`config.mk`:
```
export PLATFORM = sky130hd
export DESIGN_NAME = td4_core
export DESIGN_NICKNAME = d
export VERILOG_FILES = /design/src/rtl/td4_core.sv
export SDC_FILE = /design/constraint.sdc
export NUM_CORES = 1
export LEC_CHECK = 0
export BUFFER_PORTS_ARGS = -buffer_cell sky130_fd_sc_hd__buf_2
export CAP_MARGIN = 20
export CORE_UTILIZATION = 44
export CTS_BUF_LIST = sky130_fd_sc_hd__clkbuf_16
export DETAILED_ROUTE_END_ITERATION = 7
export PLACE_DENSITY = 0.71
export SYNTH_ARGS = -nofsm -noshare
export SYNTH_HDL_FRONTEND = slang
export SYNTH_SLANG_ARGS = --single-unit
```
`constraint.sdc`:
```
create_clock -name clk -period 1.8 [get_ports clk]
set_input_delay 0.27 -clock clk [delete_from_list [all_inputs] [get_ports clk]]
set_output_delay 0.27 -clock clk [all_outputs]
set_load 0.05 [all_outputs]
```
`src/rtl/td4_core.sv`:
```
// TD4 4-bit execution core: one instruction per enabled clock, fetched
// combinationally from the program ROM at address PC.
module td4_core #(
    parameter logic [3:0] RESET_PC = 4'h0
) (
    input  logic       clk,
    input  logic       rst_n,
    input  logic       en,
    output logic [3:0] rom_addr,
    input  logic [7:0] rom_data,
    input  logic [3:0] in_port,
    output logic [3:0] out_port,
    output logic [3:0] reg_a,
    output logic [3:0] reg_b,
    output logic       carry
);

    localparam logic [3:0] OP_ADD_A  = 4'b0000;
    localparam logic [3:0] OP_MOV_AB = 4'b0001;
    localparam logic [3:0] OP_IN_A   = 4'b0010;
    localparam logic [3:0] OP_MOV_AI = 4'b0011;
    localparam logic [3:0] OP_MOV_BA = 4'b0100;
    localparam logic [3:0] OP_ADD_B  = 4'b0101;
    localparam logic [3:0] OP_IN_B   = 4'b0110;
    localparam logic [3:0] OP_MOV_BI = 4'b0111;
    localparam logic [3:0] OP_OUT_B  = 4'b1001;
    localparam logic [3:0] OP_OUT_I  = 4'b1011;
    localparam logic [3:0] OP_JNC    = 4'b1110;
    localparam logic [3:0] OP_JMP    = 4'b1111;

    logic [3:0] pc_q, pc_d;
    logic [3:0] a_q, a_d;
    logic [3:0] b_q, b_d;
    logic [3:0] out_q, out_d;
    logic       carry_q, carry_d;

    logic [3:0] opcode;
    logic [3:0] imm;
    logic [3:0] src;
    logic [4:0] sum;

    always_comb begin
        opcode = rom_data[7:4];
        imm    = rom_data[3:0];

        case (opcode)
            OP_ADD_A, OP_MOV_BA:            src = a_q;
            OP_ADD_B, OP_MOV_AB, OP_OUT_B:  src = b_q;
            OP_IN_A, OP_IN_B:               src = in_port;
            default:                        src = 4'h0;
        endcase

        sum = {1'b0, src} + {1'b0, imm};

        pc_d    = pc_q + 4'd1;
        a_d     = a_q;
        b_d     = b_q;
        out_d   = out_q;
        carry_d = sum[4];

        case (opcode)
            OP_ADD_A, OP_MOV_AB, OP_IN_A, OP_MOV_AI: a_d   = sum[3:0];
            OP_ADD_B, OP_MOV_BA, OP_IN_B, OP_MOV_BI: b_d   = sum[3:0];
            OP_OUT_B, OP_OUT_I:                      out_d = sum[3:0];
            OP_JMP: begin
                pc_d    = imm;
                carry_d = 1'b0;
            end
            // JNC looks at the flag left by the previous instruction, then clears it.
            OP_JNC: begin
                if (!carry_q) begin
                    pc_d = imm;
                end
                carry_d = 1'b0;
            end
            default: carry_d = 1'b0;
        endcase
    end

    always_ff @(posedge clk or negedge rst_n) begin
        if (!rst_n) begin
            pc_q    <= RESET_PC;
            a_q     <= 4'h0;
            b_q     <= 4'h0;
            out_q   <= 4'h0;
            carry_q <= 1'b0;
        end else if (en) begin
            pc_q    <= pc_d;
            a_q     <= a_d;
            b_q     <= b_d;
            out_q   <= out_d;
            carry_q <= carry_d;
        end
    end

    assign rom_addr = pc_q;
    assign out_port = out_q;
    assign reg_a    = a_q;
    assign reg_b    = b_q;
    assign carry    = carry_q;

endmodule

```
; ---- Word-level counts from Yosys, hierarchy flattened
; Cells that the tools add are included.
[word_totals]
wordCells = 33
out_inout_bits = 17
ff_bits = 17
[classes]
eq_ne = 11
n_reduce_logical = 11
n_addsub = 2
mux = 4
[op_table]
columns = cell, count
row1 = "4-bit by 3-bit equality test with 1-bit output, second input constant", 4
row2 = "4-bit equality test, second input constant", 4
row3 = 4-bit case mux with 3 select lines, 1
row4 = 10-bit OR reduction, 1
row5 = "4-bit by 2-bit equality test with 1-bit output, second input constant", 2
row6 = 4-bit case mux with 2 select lines, 1
row7 = 4-bit OR reduction, 2
row8 = 2-bit AND reduction, 3
row9 = 2-bit OR reduction, 3
row10 = 4-bit by 4-bit adder with 5-bit output, 1
row11 = "4-bit by 1-bit adder with 4-bit output, second input constant", 1
row12 = "4-bit by 1-bit equality test with 1-bit output, second input constant", 1
row13 = 4-bit logical NOT, 1
row14 = 4-bit two-way mux, 1
row15 = 3-bit OR reduction, 1
row16 = 1-bit two-way mux, 1

; ---- Logic depth before layout (Yosys ltp)
[depth]
word_depth = 5
mapped_depth = 11

; ---- Worst setup path after synthesis
; OpenSTA, ideal clock, no wires.
[synth_path]
path_type = input-to-reg
from = input port rom_data[5]
to = register a_q[3] (netlist: reg_a[3])
slack_ns = -0.221
required_ns = 1.675
setup_time_ns = 0.125
arrival_time_ns = 1.896
path_stages = 9
cell_sequence = buf_2 a211oi_1 nand2_1 o21ai_0 ha_1 a21o_1 a21oi_1 xnor2_1 mux2_2
[synth_between]
elab_chain_cells = 4
word_cells_on_any_way = 15
[synth_rtl]
columns = element, line
row1 = "start, declared", 10  ; input logic [7:0] rom_data,
row2 = 4-bit equality test (tied with other cells), 46  ; case (opcode)
row3 = 3-bit OR reduction or 2-bit OR reduction (tied branches), 46
row4 = 4-bit case mux with 3 select lines, 46
row5 = 4-bit by 4-bit adder with 5-bit output, 53  ; sum = {1'b0, src} + {1'b0, imm};
row6 = "end signal, assigned", 83  ; a_q <= 4'h0;
row7 = "end signal, assigned", 89  ; a_q <= a_d;
row8 = "end, declared", 32  ; logic [3:0] a_q, a_d;
; Parallel ways exist; a longest one is shown, timed or not.
; A chain may end at the register's enable or synchronous reset.

; ---- Worst setup path in the final report
[layout_path]
from = register a_q[1] (netlist: reg_a[1])
to = register out_q[3] (netlist: out_port[3])
[layout_between]
elab_chain_cells = 2
[layout_rtl]
columns = element, line
row1 = 4-bit case mux with 3 select lines, 46
row2 = 4-bit by 4-bit adder with 5-bit output, 53
row3 = "end signal, assigned", 91  ; out_q <= out_d;
row4 = "end, declared", 34  ; logic [3:0] out_q, out_d;
; Every way passes these cells.

==> results.sh <==
export IMPL_cts_buffers=3
export IMPL_final_setup_viol_count=0
export IMPL_grt_pass1_vias=815
export IMPL_antenna_cells=0
export IMPL_drtIter0Drc=25
export IMPL_die_h_um=49.0
export IMPL_wl_mm=2.31
export IMPL_min_to="rom_addr[0]$_DFFE_PN0P_"
export IMPL_clock_fmax_ghz=0.556
export IMPL_status="finished, final reports clean"
export IMPL_fin_nets=159
export IMPL_grt_max_degree=18
export IMPL_powerDensity_nw_per_um2=1500
export IMPL_r2r_start="reg_a[1]$_DFFE_PN0P_"
export IMPL_fp_coreArea_um2=2020
export IMPL_dr_pass1_iters=5
export IMPL_crit_required_ns=1.93
export IMPL_utilization=0.692
export IMPL_skew_ns=0.00268
export IMPL_overflow=0
export IMPL_holdWs_ns=0.299
export IMPL_dieArea_um2=2400
export IMPL_postRouteAntennaNets=0
export IMPL_crit_start="reg_a[1]$_DFFE_PN0P_"
export IMPL_yosys_warnings=0
export IMPL_design_area_um2=1400
export IMPL_syn_area_per_cell_um2=10.4
export IMPL_ff2ff_path_depth=7
export IMPL_drcViolationCount=0
export IMPL_area_growth_syn_to_layout_pct=43.8
export IMPL_worstHoldPathCells=2
export IMPL_wl_per_cell_um=14.1
export IMPL_rows=16
export IMPL_p_leak_nw=0.685
export IMPL_ys_seq_area_frac=0.437
export IMPL_clkTransAtPathRegs_ns=0.05
export IMPL_hp_class="in -> reg"
export IMPL_worst_r2r_setup_slack_ns=0.0003
export IMPL_syn_area_um2=973
export IMPL_final_layout_size_suffix_gt1_frac=0.489
export IMPL_die_w_um=49.0
export IMPL_fin_crit_sh=1.00
export IMPL_max_cap_viol_count=0
export IMPL_cp_end_kind="flop"
export IMPL_vias=852
export IMPL_drv_slew=0
export IMPL_vdd_drop_max_uv=1140
export IMPL_worstMarginPinSlew_ns=0.460
export IMPL_start_kind="flop"
export IMPL_maxSlewHeadroom=0.692
export IMPL_r2r_end="out_port[3]$_DFFE_PN0P_"
export IMPL_critPathKind="reg -> reg"
export IMPL_cts_tree="done"
export IMPL_clock_path_buffers=2
export IMPL_final_hold_viol_count=0
export IMPL_dp_slack_ns=-0.291
export IMPL_clock_sinks=17
export IMPL_critical_path_max_fanout=3
export IMPL_synth_cells=94
export IMPL_syn_nets=115
export IMPL_gp_congestion=0.805
export IMPL_cp_arrival_ns=1.93
export IMPL_grt_antenna_before_repair=0
export IMPL_min_period_ns=1.80
export IMPL_grt_total_usage=0.217
export IMPL_place_area_um2=1230
export IMPL_ioPinCount=32
export IMPL_synth_cell_types=29
export IMPL_worstHoldStart="rom_data[0]"
export IMPL_grt_pass1_wl_mm=3.86
export IMPL_rsz0062_at_grt="yes"
export IMPL_clkLatencyLatePin_ns=0.25
export IMPL_io_buffers=31
export IMPL_viasPerCell=5.20
export IMPL_final_setup_worst_slack_ns=0.000258
export IMPL_synth_seq_cells=17
export IMPL_initial_core_util=0.481
export IMPL_cts_htree_levels=1
export IMPL_cts_root_buf="clkbuf_16"
export IMPL_fin_setup_tns_ns=0
export IMPL_hpwl_mm=1.65
==> stage by stage <==
step / total power, mW / std cells
2_1_floorplan: 1.35 / 94
3_3_place_gp: 1.57 / 157
3_5_place_dp: 1.59 / 157
4_1_cts: 2.05 / 163
5_1_grt: 2.20 / 164
6_report: 2.09 / 164
==> cell usage after synthesis <==
| cell type | instances | share of area |
|---|---|---|
| o21ai_0 | 11 | 0.057 |
| nor2b_1 | 1 | 0.0064 |
| inv_1 | 8 | 0.031 |
| a21o_1 | 2 | 0.015 |
| a21oi_1 | 4 | 0.021 |
| nor3b_1 | 1 | 0.0077 |
| and3_1 | 1 | 0.0064 |
| buf_2 | 1 | 0.0051 |
| ha_1 | 5 | 0.064 |
| fa_1 | 1 | 0.021 |
| nor2_1 | 2 | 0.0077 |
| a21oi_4 | 1 | 0.017 |
| a211oi_1 | 1 | 0.0077 |
| xor2_1 | 1 | 0.0090 |
| nand4b_1 | 1 | 0.0090 |
| o21a_1 | 1 | 0.0077 |
| nand3b_1 | 1 | 0.0077 |
| or2_2 | 1 | 0.0064 |
| nand3_1 | 1 | 0.0051 |
| xnor2_1 | 1 | 0.0090 |
| mux2i_1 | 8 | 0.082 |
| dfrtp_1 | 17 | 0.44 |
| a311o_1 | 1 | 0.010 |
| nor3b_2 | 1 | 0.013 |
| mux2_2 | 6 | 0.069 |
| o22ai_1 | 1 | 0.0064 |
| nand2_1 | 11 | 0.042 |
| a22oi_1 | 2 | 0.015 |
| clkbuf_1 | 1 | 0.0039 |
==> worst max path at each step <==
stage | endpoint | depth (start not counted) | slack, ns
4_1_cts | carry$_DFFE_PN0P_ | 10 | 0.002
2_1_floorplan | out_port[2]$_DFFE_PN0P_ | 7 | 0.006
6_report | out_port[3]$_DFFE_PN0P_ | 7 | 0.0003
5_1_grt | out_port[3]$_DFFE_PN0P_ | 7 | -0.12
3_5_place_dp | out_port[2]$_DFFE_PN0P_ | 8 | -0.29
3_3_place_gp | reg_b[2]$_DFFE_PN0P_ | 10 | -0.19
==> kinds of logic after synthesis <==
logic type	Yosys count	share of synthesized area
AO/OA/AOI/OAI	24	0.157
XOR/XNOR	2	0.0180
flip-flops	17	0.437
buffers and inverters	10	0.0398
multiplexers	14	0.152
adder cells (fa/ha/maj)	6	0.0848
AND/OR/NAND/NOR	21	0.112
==> power breakdown <==
group	total [mW]	switching (mW)	leakage (nW)	internal, mW
clock network	0.444	0.149	0.0423	0.295
logic	1.03	0.718	0.444	0.312
registers	0.620	0.0986	0.198	0.522
total	2.09	0.965	0.685	1.13
==> cells in the final DEF (no fill, tap or decap), drive strengths merged <==
cell type / netlist / final
a21oi: 5 / 5
a21o: 2 / 2
o21ai: 11 / 11
o22ai: 1 / 1
fa: 1 / 1
dlygate4sd3: 0 / 1
nand3: 1 / 1
mux2i: 8 / 8
nand3b: 1 / 1
buf: 1 / 40
a211oi: 1 / 1
nor2: 2 / 2
inv: 8 / 9
xor2: 1 / 1
a311o: 1 / 1
nor2b: 1 / 1
o21a: 1 / 1
mux2: 6 / 6
nand4b: 1 / 1
clkbuf: 1 / 3
a22oi: 2 / 2
and3: 1 / 1
nor3b: 2 / 2
dfrtp: 17 / 17
nand2: 11 / 11
or2: 1 / 1
xnor2: 1 / 1
ha: 5 / 5
==> worst max-delay path, stage by stage, from the launching register on <==
cell and delay (ns):
dfrtp_2 0.41, mux2i_2 0.19, o21ai_1 0.09, ha_1 0.27
a21o_1 0.16, a21oi_2 0.19, xnor2_2 0.10, mux2_4 0.27
==> layout make-up <==
class	instances	area, µm²
fillers	150	622
multi-input cells	67	563
flip-flops and latches	17	430
repair buffers	41	262
clock buffers	3	75.1
well taps	27	33.8
inverters	8	32.5
clock inverters	1	3.75
==> routing by layer <==
layer	global-route usage	share of wire	vias up	wire length [µm]
met2	0.333	0.47	25	1090
li1	-	-	416	-
met4	0.0735	0.013	0	30
met3	0.0405	0.045	3	103
met1	0.305	0.47	408	1090
met5	0	0	-	0
==> state kept, by name, indices dropped and copies added, names as in the netlist <==
register and flops:
carry 1, out_port 4, rom_addr 4, reg_b 4, reg_a 4
==> repair_timing <==
action / CTS / global route
pin swaps: 1 / 11
cloned: 0 / 0
hold buffers: 1 / 0
resized for setup: 2 / 24
endpoints found under the setup margin: 4 / 8
setup buffers: 1 / 1
hold endpoints to repair: 17 / 0
No activity file was read; power rests on OpenSTA's default activity.
